===== src/rtl/long_divider_pkg.sv =====
// Shared defaults and FSM encoding for the sequential restoring long divider.
package long_divider_pkg;

    localparam int DW_DEF = 7;
    localparam int MW_DEF = 4;
    localparam int QW_DEF = 4;

    typedef enum logic [1:0] {
        IDLE = 2'd0,
        RUN  = 2'd1,
        DONE = 2'd2
    } state_t;

endpackage


===== src/rtl/long_divider_step.sv =====
// One restoring-division iteration: shift in a dividend bit, compare with the
// divisor and conditionally subtract.
module long_divider_step
    import long_divider_pkg::*;
#(
    parameter int MW = MW_DEF
) (
    input  logic [MW:0]   partial,
    input  logic          dbit,
    input  logic [MW-1:0] divisor,
    output logic [MW:0]   partial_next,
    output logic          qbit
);

    logic [MW+1:0] shifted;
    logic [MW+1:0] divisor_ext;

    // One extra bit of headroom keeps the compare exact even when the divisor is zero.
    assign shifted     = {partial, dbit};
    assign divisor_ext = {2'b00, divisor};

    assign qbit         = (shifted >= divisor_ext);
    assign partial_next = (MW+1)'(qbit ? (shifted - divisor_ext) : shifted);

endmodule


===== src/rtl/long_divider_seq.sv =====
// Sequential restoring long divider, one quotient bit per clock, MSB first.
// Optional LONG_DIVIDER_ZERO_SKIP_EN: a zero divisor bypasses the iterations.
module long_divider_seq
    import long_divider_pkg::*;
#(
    parameter int DW = DW_DEF,
    parameter int MW = MW_DEF,
    parameter int QW = QW_DEF
) (
    input  logic          clk,
    input  logic          rst_n,
    input  logic          start,
    input  logic [DW-1:0] D,
    input  logic [MW-1:0] M,
    output logic [QW-1:0] Q,
    output logic [MW-1:0] R,
    output logic          busy,
    output logic          done,
    output logic          ovf,
    output logic          dbz
);

    localparam int CW = (DW > 1) ? $clog2(DW) : 1;

    state_t        state;
    state_t        state_next;
    logic [DW-1:0] dividend;
    logic [MW-1:0] divisor;
    logic [MW:0]   partial;
    logic [DW-1:0] quot;
    logic [CW-1:0] cnt;
    logic [MW:0]   partial_step;
    logic          qbit;
    logic          skip_zero;
    logic          finish;
    logic          div_zero;

`ifdef LONG_DIVIDER_ZERO_SKIP_EN
    assign skip_zero = (M == '0);
`else
    assign skip_zero = 1'b0;
`endif

    long_divider_step #(
        .MW(MW)
    ) u_step (
        .partial      (partial),
        .dbit         (dividend[cnt]),
        .divisor      (divisor),
        .partial_next (partial_step),
        .qbit         (qbit)
    );

    always_ff @(posedge clk or negedge rst_n) begin
        if (!rst_n) begin
            state <= IDLE;
        end else begin
            state <= state_next;
        end
    end

    always_comb begin
        state_next = state;
        busy       = 1'b0;
        finish     = 1'b0;
        case (state)
            IDLE: begin
                if (start) begin
                    state_next = skip_zero ? DONE : RUN;
                end
            end
            RUN: begin
                busy = 1'b1;
                if (cnt == '0) begin
                    state_next = DONE;
                end
            end
            DONE: begin
                // The zero-skip path enters DONE with cnt=1 to keep its two-cycle latency.
                if (cnt == '0) begin
                    finish     = 1'b1;
                    state_next = IDLE;
                end
            end
            default: begin
                state_next = IDLE;
            end
        endcase
    end

    assign div_zero = (divisor == '0);

    always_ff @(posedge clk or negedge rst_n) begin
        if (!rst_n) begin
            dividend <= '0;
            divisor  <= '0;
            partial  <= '0;
            quot     <= '0;
            cnt      <= '0;
        end else begin
            case (state)
                IDLE: begin
                    if (start) begin
                        dividend <= D;
                        divisor  <= M;
                        if (skip_zero) begin
                            partial <= {1'b0, D[MW-1:0]};
                            quot    <= '1;
                            cnt     <= CW'(1);
                        end else begin
                            partial <= '0;
                            quot    <= '0;
                            cnt     <= CW'(DW - 1);
                        end
                    end
                end
                RUN: begin
                    partial <= partial_step;
                    quot    <= {quot[DW-2:0], qbit};
                    if (cnt != '0) begin
                        cnt <= cnt - 1'b1;
                    end
                end
                DONE: begin
                    if (cnt != '0) begin
                        cnt <= cnt - 1'b1;
                    end
                end
                default: begin
                    cnt <= '0;
                end
            endcase
        end
    end

    // Result registers hold until the next completed division or reset.
    always_ff @(posedge clk or negedge rst_n) begin
        if (!rst_n) begin
            Q    <= '0;
            R    <= '0;
            ovf  <= 1'b0;
            dbz  <= 1'b0;
            done <= 1'b0;
        end else begin
            done <= finish;
            if (finish) begin
                Q   <= quot[QW-1:0];
                R   <= partial[MW-1:0];
                dbz <= div_zero;
                ovf <= !div_zero && (|quot[DW-1:QW]);
            end
        end
    end

endmodule


===== config.mk =====
export PLATFORM = sky130hd
export DESIGN_NAME = long_divider_seq
export DESIGN_NICKNAME = d
export VERILOG_FILES = /design/src/rtl/long_divider_pkg.sv /design/src/rtl/long_divider_step.sv /design/src/rtl/long_divider_seq.sv
export SDC_FILE = /design/constraint.sdc
export NUM_CORES = 1
export LEC_CHECK = 0
export CAP_MARGIN = 40
export CORE_ASPECT_RATIO = 0.7
export CORE_MARGIN = 1
export CORE_UTILIZATION = 59
export DETAILED_ROUTE_END_ITERATION = 6
export GPL_TIMING_DRIVEN = 0
export PLACE_DENSITY = 0.91
export SLEW_MARGIN = 10
export SYNTH_ARGS = -nofsm -noshare
export SYNTH_HDL_FRONTEND = slang
export SYNTH_SLANG_ARGS = --single-unit

===== constraint.sdc =====
create_clock -name clk -period 6.7 [get_ports clk]
set_input_delay 2.01 -clock clk [delete_from_list [all_inputs] [get_ports clk]]
set_output_delay 2.01 -clock clk [all_outputs]
set_load 0.03 [all_outputs]

# [Yosys cells after proc, flatten, opt, wreduce, memory -nomap -nowiden]
# Index checks and enable logic that the tools add are counted.
[totals] register_bits=39 output_inout_bits=12
[classes] n_addsub=2 order_cmp=2 n_eq_ne=6 n_mux=17 n_reduce_logical=13
[ops] operator="7-bit case mux with 2 select lines" count=1
[ops] operator="5-bit two-way mux" count=2
[ops] operator="5-bit case mux with 2 select lines" count=1
[ops] operator="7-bit two-way mux" count=1
[ops] operator="6-bit by 4-bit greater-or-equal comparator with 1-bit output" count=1
[ops] operator="2-bit two-way mux" count=3
[ops] operator="3-bit two-way mux" count=2
[ops] operator="2-bit inequality test (second input constant)" count=3
[ops] operator="2-bit case mux with 3 select lines" count=1
[ops] operator="3-bit case mux with 2 select lines" count=1
[ops] operator="2-bit AND reduction" count=3
[ops] operator="5-bit by 4-bit subtractor with 5-bit output" count=1
[ops] operator="4-bit zero test" count=1
[ops] operator="3-bit by 4-bit less-than comparator with 1-bit output (second input constant)" count=1
[ops] operator="1-bit two-way mux" count=4
[ops] operator="1-bit binary-select mux with 3-bit select" count=1
[ops] operator="3-bit zero test" count=1
[ops] operator="3-bit AND reduction" count=1
[ops] operator="3-bit nonzero test" count=1
[ops] operator="3-bit OR reduction" count=1
[ops] operator="3-bit by 1-bit subtractor with 3-bit output (second input constant)" count=1
[ops] operator="2-bit by 1-bit == test with 1-bit output (second input constant)" count=1
[ops] operator="2-bit == test (second input constant)" count=1
[ops] operator="2-bit zero test" count=1
[ops] operator="5 further kinds" count=5

# [Logic depth before layout (Yosys ltp)]
# Gate-level depths: netlist of the first run.
[depth] word_depth=5 ltp_mapped=9 depth_no_buf=9

# [Modules after synthesis]
# From an unflattened synthesis of the first run, not the netlist that was laid out.
[hier_totals] cells_unflattened=172 hier_area_um2=1965.6
[modules_own_cells] mod="long_divider_seq" instances=1 cells_per_inst=143 area_each_um2=1731.7 seq_area_each_um2=975.9
[modules_own_cells] mod="long_divider_step" instances=1 cells_per_inst=29 area_each_um2=234.0 seq_area_each_um2=0.0

# [Worst setup path before layout of the first run]
# No wires, ideal clock.
[synth_path] path_kind="register to output" start="reg state[1]" end="out busy" arrival_ns=0.817 required_ns=4.690 path_slack_ns=3.873 stages_incl_launch_ff=3 n_path_buf=0 cell_sequence="dfrtp_1 > inv_1 > ha_1"
[synth_via] elab_chain_cells=2
[synth_rtl] element="start: declaration" line_no="long_divider_seq.sv:25" text="state_t state;"
[synth_rtl] element="start signal: assignment" line_no="long_divider_seq.sv:58" text="state <= state_next;"
[synth_rtl] element="2-bit by 1-bit == test with 1-bit output" line_no="long_divider_seq.sv:66" text="case (state)"
[synth_rtl] element="1-bit two-way mux" line_no="long_divider_seq.sv:66"
[synth_rtl] element="end: declaration" line_no="long_divider_seq.sv:17" text="output logic busy,"
# No other way between the ends.

# [Worst setup path in the final report of the first run]
# Ends and elaborated chain as after synthesis.

==> results of run 1 <==
-- flip-flops by register name, summed over array words and instances, names as in the netlist --
name      count
dividend      7
R             4
partial       5
divisor       4
ovf           1
state         2
dbz           1
quot          7
done          1
Q             4
cnt           3
-- power by group through the flow --
stage          Clock [mW]  Combinational [mW]  Sequential [mW]
2_1_floorplan           0               0.485            0.439
3_3_place_gp            0               0.643            0.415
3_5_place_dp            0               0.680            0.426
4_1_cts             0.157               0.685            0.421
5_1_grt             0.169               0.753            0.437
6_report            0.156               0.685            0.423
-- kinds of logic (layout without fill, tap and decap cells) --
family,Yosys count,after routing,share of synthesized area (%)
flops,39,39,47.9
fa+ha+maj,11,11,7.13
compound gates,39,39,13.5
buf+inv,19,52,4.73
simple gates,36,36,9.77
mux,27,27,15.6
xor+xnor,3,3,1.29
-- path summary, 6_finish.rpt --
check	cells past startpoint	slack, ps	to
max in group asynchronous	1	4330	divisor[3]
setup / recovery	3	2950	busy
setup reg to reg	9	4150	partial[3]
hold reg to reg	2	480	ovf
hold / removal	2	480	ovf
min in group asynchronous	1	1810	quot[5]
-- per-layer routing --
metal / vias to the layer above / global-route usage (%)
met4: 0 / 11.4
met3: 11 / 6.51
met5: - / 0
met2: 44 / 39.7
met1: 715 / 31.9
li1: 675 / -
-- worst max-delay path, stage by stage, from the launching register on --
cell	delay, ps
dfrtp_1	410
inv_1	120
ha_1	210
clkdlybuf4s50_1	700
-- final cells by class --
| class | count | area (µm²) | area share [%] |
|---|---|---|---|
| flip-flops and latches | 39 | 976 | 40.2 |
| multi-input cells | 116 | 963 | 39.7 |
| repair buffers | 25 | 245 | 10.1 |
| clock buffers | 6 | 72.6 | 2.99 |
| well taps | 47 | 58.8 | 2.43 |
| inverters | 13 | 48.8 | 2.01 |
| plain buffers | 6 | 47.5 | 1.96 |
| clock inverters | 2 | 12.5 | 0.516 |
-- layout by cell type (no fill, tap or decap), types with 2 or more instances in the layout --
cell             synthesis  layout
ha_1                    10      10
o221ai_1                 3       3
mux2i_1                  7       7
nand2b_1                 4       4
buf_6                    3       3
nor2b_4                  2       2
clkbuf_8                 0       5
nand3b_1                 2       2
clkdlybuf4s50_1          0      24
nor2_1                   5       5
buf_2                    2       3
o21ai_0                 16      16
dfrtp_1                 39      39
mux2_2                  17      17
clkbuf_1                 1       2
xor2_1                   2       2
inv_1                   13      13
nand2_1                 17      17
a22oi_1                  6       6
a21oi_1                  7       7
==> flow_metrics.tcl, run 1 <==
set metrics [dict create \
    drtIter0Drc 79 \
    drive_gt1_share_pct 19.8 \
    vias_per_cell 5.69 \
    syn_inst 174 \
    fin_ws_ps 2950 \
    synth_nets 199 \
    crit_arrival_ps 1740 \
    synth_warnings 0 \
    synthArstFlopShare_pct 100 \
    drtAntennaViolNets 0 \
    seqPwrFrac_pct 33.5 \
    grt_pass1_wl_um 6710 \
    synth_flop_cell "dfrtp_1" \
    worst_setup_path_start_kind "flop" \
    grt_start_max_net_pins 40 \
    p_leak_nw 1.08 \
    dpl.cell_count 246 \
    synth_top_area_share_pct 47.9 \
    syn_to_final_growth_pct 19.1 \
    dr_total_vias 1445 \
    antenna_cells 0 \
    path_class "flop to output port" \
    start_util_pct 63.4 \
    dp_slack_ps 3250 \
    end_kind "output port" \
    cts-htree-levels 2 \
    hold-worst-slack_ps 476 \
    tightest_slew_ps 857 \
    first_global_vias 1439 \
    finalCritPeriodShare_pct 56.0 \
    cts.path.max_buffers 2 \
    crit_path_start "state[1]" \
    cts_resized 0 \
    hold_start "ovf" \
    highest_layer "met4" \
    remaining_drc_errors 0 \
    placementRows 17 \
    hp-class "flop to flop" \
    cp_max_fo 4 \
    placed_cell_area_mm2 0.00234 \
    setup-violations-final 0 \
    ir_worst_vdd_mv 0.309 \
    final_hold_viol_count 0 \
    nets 231 \
    tns_ps 0 \
    fin_crit_ps 3750 \
    relSlewSlack_pct 42.9 \
    slew_violations 0 \
    critPathRequiredTime_ps 4690 \
    cts_tree "done" \
    coreArea_mm2 0.00321 \
    wl_met3_um 177 \
    skew_ps 11.5 \
    maxCapViolCount 0 \
    ios 26 \
    status "finished, final reports clean" \
    synth_seq_cells 39 \
    fin_util_pct 75.5 \
    syn_area_mm2 0.00204 \
    syn_area_per_cell_um2 11.7 \
    switching_share_pct 42.5 \
    die-area_mm2 0.00369 \
    synth.most_common_cell "dfrtp_1" \
    cts.sinks 39 \
    max_freq_mhz 267 \
    wl_um 3850 \
    intPower_mw 0.727 \
    synth-seq-area-share_pct 47.9 \
    root_buffer "clkbuf_8" \
    insertion_delay_ps 300 \
    postCtsSetupBuffers 0 \
    power.switching_mw 0.537 \
    grt-ovfl-total 0 \
    synth_area_leaders "dfrtp_1 (48%), mux2_2 (9.4%), ha_1 (6.1%)" \
    place_congestion 0.766 \
    die_h_um 51.1 \
    met2_length_um 1760 \
    post-synth-top-area-cell "dfrtp_1" \
    cts_hold_buf 0 \
    total_power_mw 1.26 \
    synth.distinct_cells 36 \
    numCtsBuffers 5 \
    io_buffers 25 \
    clockPowerShare_pct 12.3 \
    dp_hpwl_um 2900 \
    die_x_um 72.2 \
    powerDensity_mw_per_mm2 521 \
    r2r-start "cnt[0]" \
    synthTopCellsByCount "dfrtp_1 (39), mux2_2 (17), nand2_1 (17)" \
    path_clk_slew_ps 80 \
    wl_met1_um 1830 \
    track_usage_pct 24.8 \
    synth_edf_count 0 \
    fin_cells 254 \
    nFillCells 208 \
    post_drt_wl_per_cell_um 15.1 \
    dr.pass1.iters 4 \
    final_area_mm2 0.00242 \
    antenna_found_initial 0 \
    p_comb_share_pct 54.2 \
    grt_setup_unrepaired "no" \
]
Power figures use the tool's default switching activity.
==> run 2, diff against run 1 <==
- CORE_UTILIZATION: 59 -> 49
- PLACE_DENSITY: 0.91 -> 0.82
- clock period: 6.7 -> 3.3 ns (I/O delays scaled with it)
==> run 2 against run 1 <==
  * Sequential share of layout area decreased by 0.95 points
  * Global-route usage decreased by 6.2 points
  * Total power up 110%
  * Combinational power is 96% higher
  * Utilization fell by 13 points
  * Cell area is 2.4% higher
  * Register-to-register slack got worse by 3400 ps
  * Critical endpoint unchanged
  * Routed wire length shrank 9.3%
  * Die area is 20% higher
==> flow_metrics.tcl, run 2 (synthesized netlist as in run 1, its figures left out) <==
set metrics [dict create \
    place_congestion 0.780 \
    r2r-start "cnt[0]" \
    r2r_cells 9 \
    grt_pass1_wl_um 6150 \
    worst-path-stages 3 \
    hold_start "R[0]" \
    tightest_slew_ps 553 \
    tns_ps 0 \
    dr.pass1.iters 4 \
    setup-violations-final 0 \
    worst_setup_path_start_kind "flop" \
    io_buffers 25 \
    cp_cell_sequence "inv_1 -> ha_1 -> clkdlybuf4s50_1" \
    critPathRequiredTime_ps 2310 \
    final_common_cell "dfrtp_1" \
    crit_slowest_cell "clkdlybuf4s50_1" \
    wl_um 3490 \
    skew_ps 3.38 \
    worstHoldEndpoint "R[0]" \
    crit_arrival_ps 1670 \
    relSlewSlack_pct 62.8 \
    cts_resized 0 \
    final_cell_mix "dfrtp_1 (39), clkdlybuf4s50_1 (24), nand2_1 (17), mux2_2 (17), o21ai_0 (16)" \
    drtAntennaViolNets 0 \
    dp_hpwl_um 2710 \
    ir_worst_vdd_mv 0.570 \
    fin_crit_ps 2660 \
    gr-usage-met3_pct 6.39 \
    antenna_found_initial 0 \
    numCtsBuffers 5 \
    cts-htree-levels 2 \
    grt.busiest_layer "met2" \
    finalCritPeriodShare_pct 80.5 \
    p_leak_nw 1.11 \
    cts_hold_buf 0 \
    cp.buffers_inverters 2 \
    grt_start_max_net_pins 32 \
    top_regs "dividend: 7 flops, quot: 7 flops, partial: 5 flops" \
    die-area_mm2 0.00442 \
    path_delay_family "buffers and inverters" \
    rr_endpoint "partial[2]" \
    cp_max_fo 4 \
    fin_cells 260 \
    path_class "flop to output port" \
    cts.sinks 39 \
    status "finished, final reports clean" \
    total_power_mw 2.60 \
    track_usage_pct 18.7 \
    syn_to_final_growth_pct 22.0 \
    antenna_cells 0 \
    post_drt_wl_per_cell_um 13.4 \
    hp-class "flop to flop" \
    max_freq_mhz 377 \
    coreArea_mm2 0.00395 \
    end_kind "output port" \
    drtIter0Drc 57 \
    hold_depth 2 \
    start_util_pct 51.6 \
    powerDensity_mw_per_mm2 1050 \
    nets 232 \
    final_hold_viol_count 0 \
    drive_gt1_share_pct 20.7 \
    remaining_drc_errors 0 \
    reg2reg_slack_ps 720 \
    cts.path.max_buffers 2 \
    grt-ovfl-total 0 \
    root_buffer "clkbuf_8" \
    vias_per_cell 5.43 \
    cpPeakStageDelay_ps 680 \
    path_clk_slew_ps 70 \
    grt_setup_unrepaired "no" \
    grtUsageMet1_pct 26.5 \
    slew_violations 0 \
    postCtsSetupBuffers 0 \
    first_global_vias 1301 \
    ios 26 \
    nFillCells 343 \
    dr_total_vias 1411 \
    maxCapViolCount 0 \
    insertion_delay_ps 290 \
    placementRows 19 \
    cts_tree "done" \
    die_h_um 55.9 \
    dpl.cell_count 252 \
    grtUsageMet2_pct 26.7 \
    die_x_um 79.0 \
]
[run 2: cell types whose count changed in the layout (fill, tap and decap cells not counted), sizes merged]
cell,change
bufinv,+1
clkinvlp,-1
buf,+1
[run 2: tightest hold or removal path: stages (launching register included)]
cell     delay (ps)
dfrtp_1         350
nand2_1          50
o21ai_0          60
[run 2: per-stage QoR]
step | util (%) | hold slack, ps | instance area [µm²] | worst slack, ps
global route | 62.9 | 520 | 2480 | 545
global placement | 59.6 | 461 | 2350 | 326
finish | 62.9 | 487 | 2480 | 644
CTS | 62.9 | 492 | 2480 | 625
detailed placement | 60.0 | 475 | 2370 | 732
floorplan | - | 474 | 2040 | 958
[run 2: worst max-delay path by stage]
| stage | from | end | slack, ps |
|---|---|---|---|
| floorplan | cnt[0] | partial[3] | 960 |
| global route | state[1] | busy | 540 |
| CTS | state[1] | busy | 630 |
| detailed placement | cnt[0] | partial[2] | 730 |
| global placement | rst_n | dividend[4] | 330 |
| finish | state[1] | busy | 640 |
[run 2: layer usage]
| metal | up-vias | wire length (µm) |
|---|---|---|
| li1 | 680 | - |
| met1 | 682 | 1680 |
| met2 | 43 | 1580 |
| met3 | 6 | 192 |
| met4 | 0 | 40 |
| met5 | - | 0 |
[run 2: area by class of cell]
cell class	count	area (µm²)	share of cell area [%]
Tap cell	52	65.1	2.62
Clock buffer	6	82.6	3.32
Timing Repair Buffer	26	265	10.7
Sequential cell	39	976	39.3
Inverter	13	48.8	1.96
Clock inverter	2	35.0	1.41
Buffer	6	47.5	1.91
Multi-Input combinational cell	116	963	38.8
[run 2: report_power, final]
part | total [mW] | internal (mW) | switching (mW)
clock network | 0.410 | 0.245 | 0.166
registers | 0.851 | 0.681 | 0.170
logic | 1.34 | 0.646 | 0.695
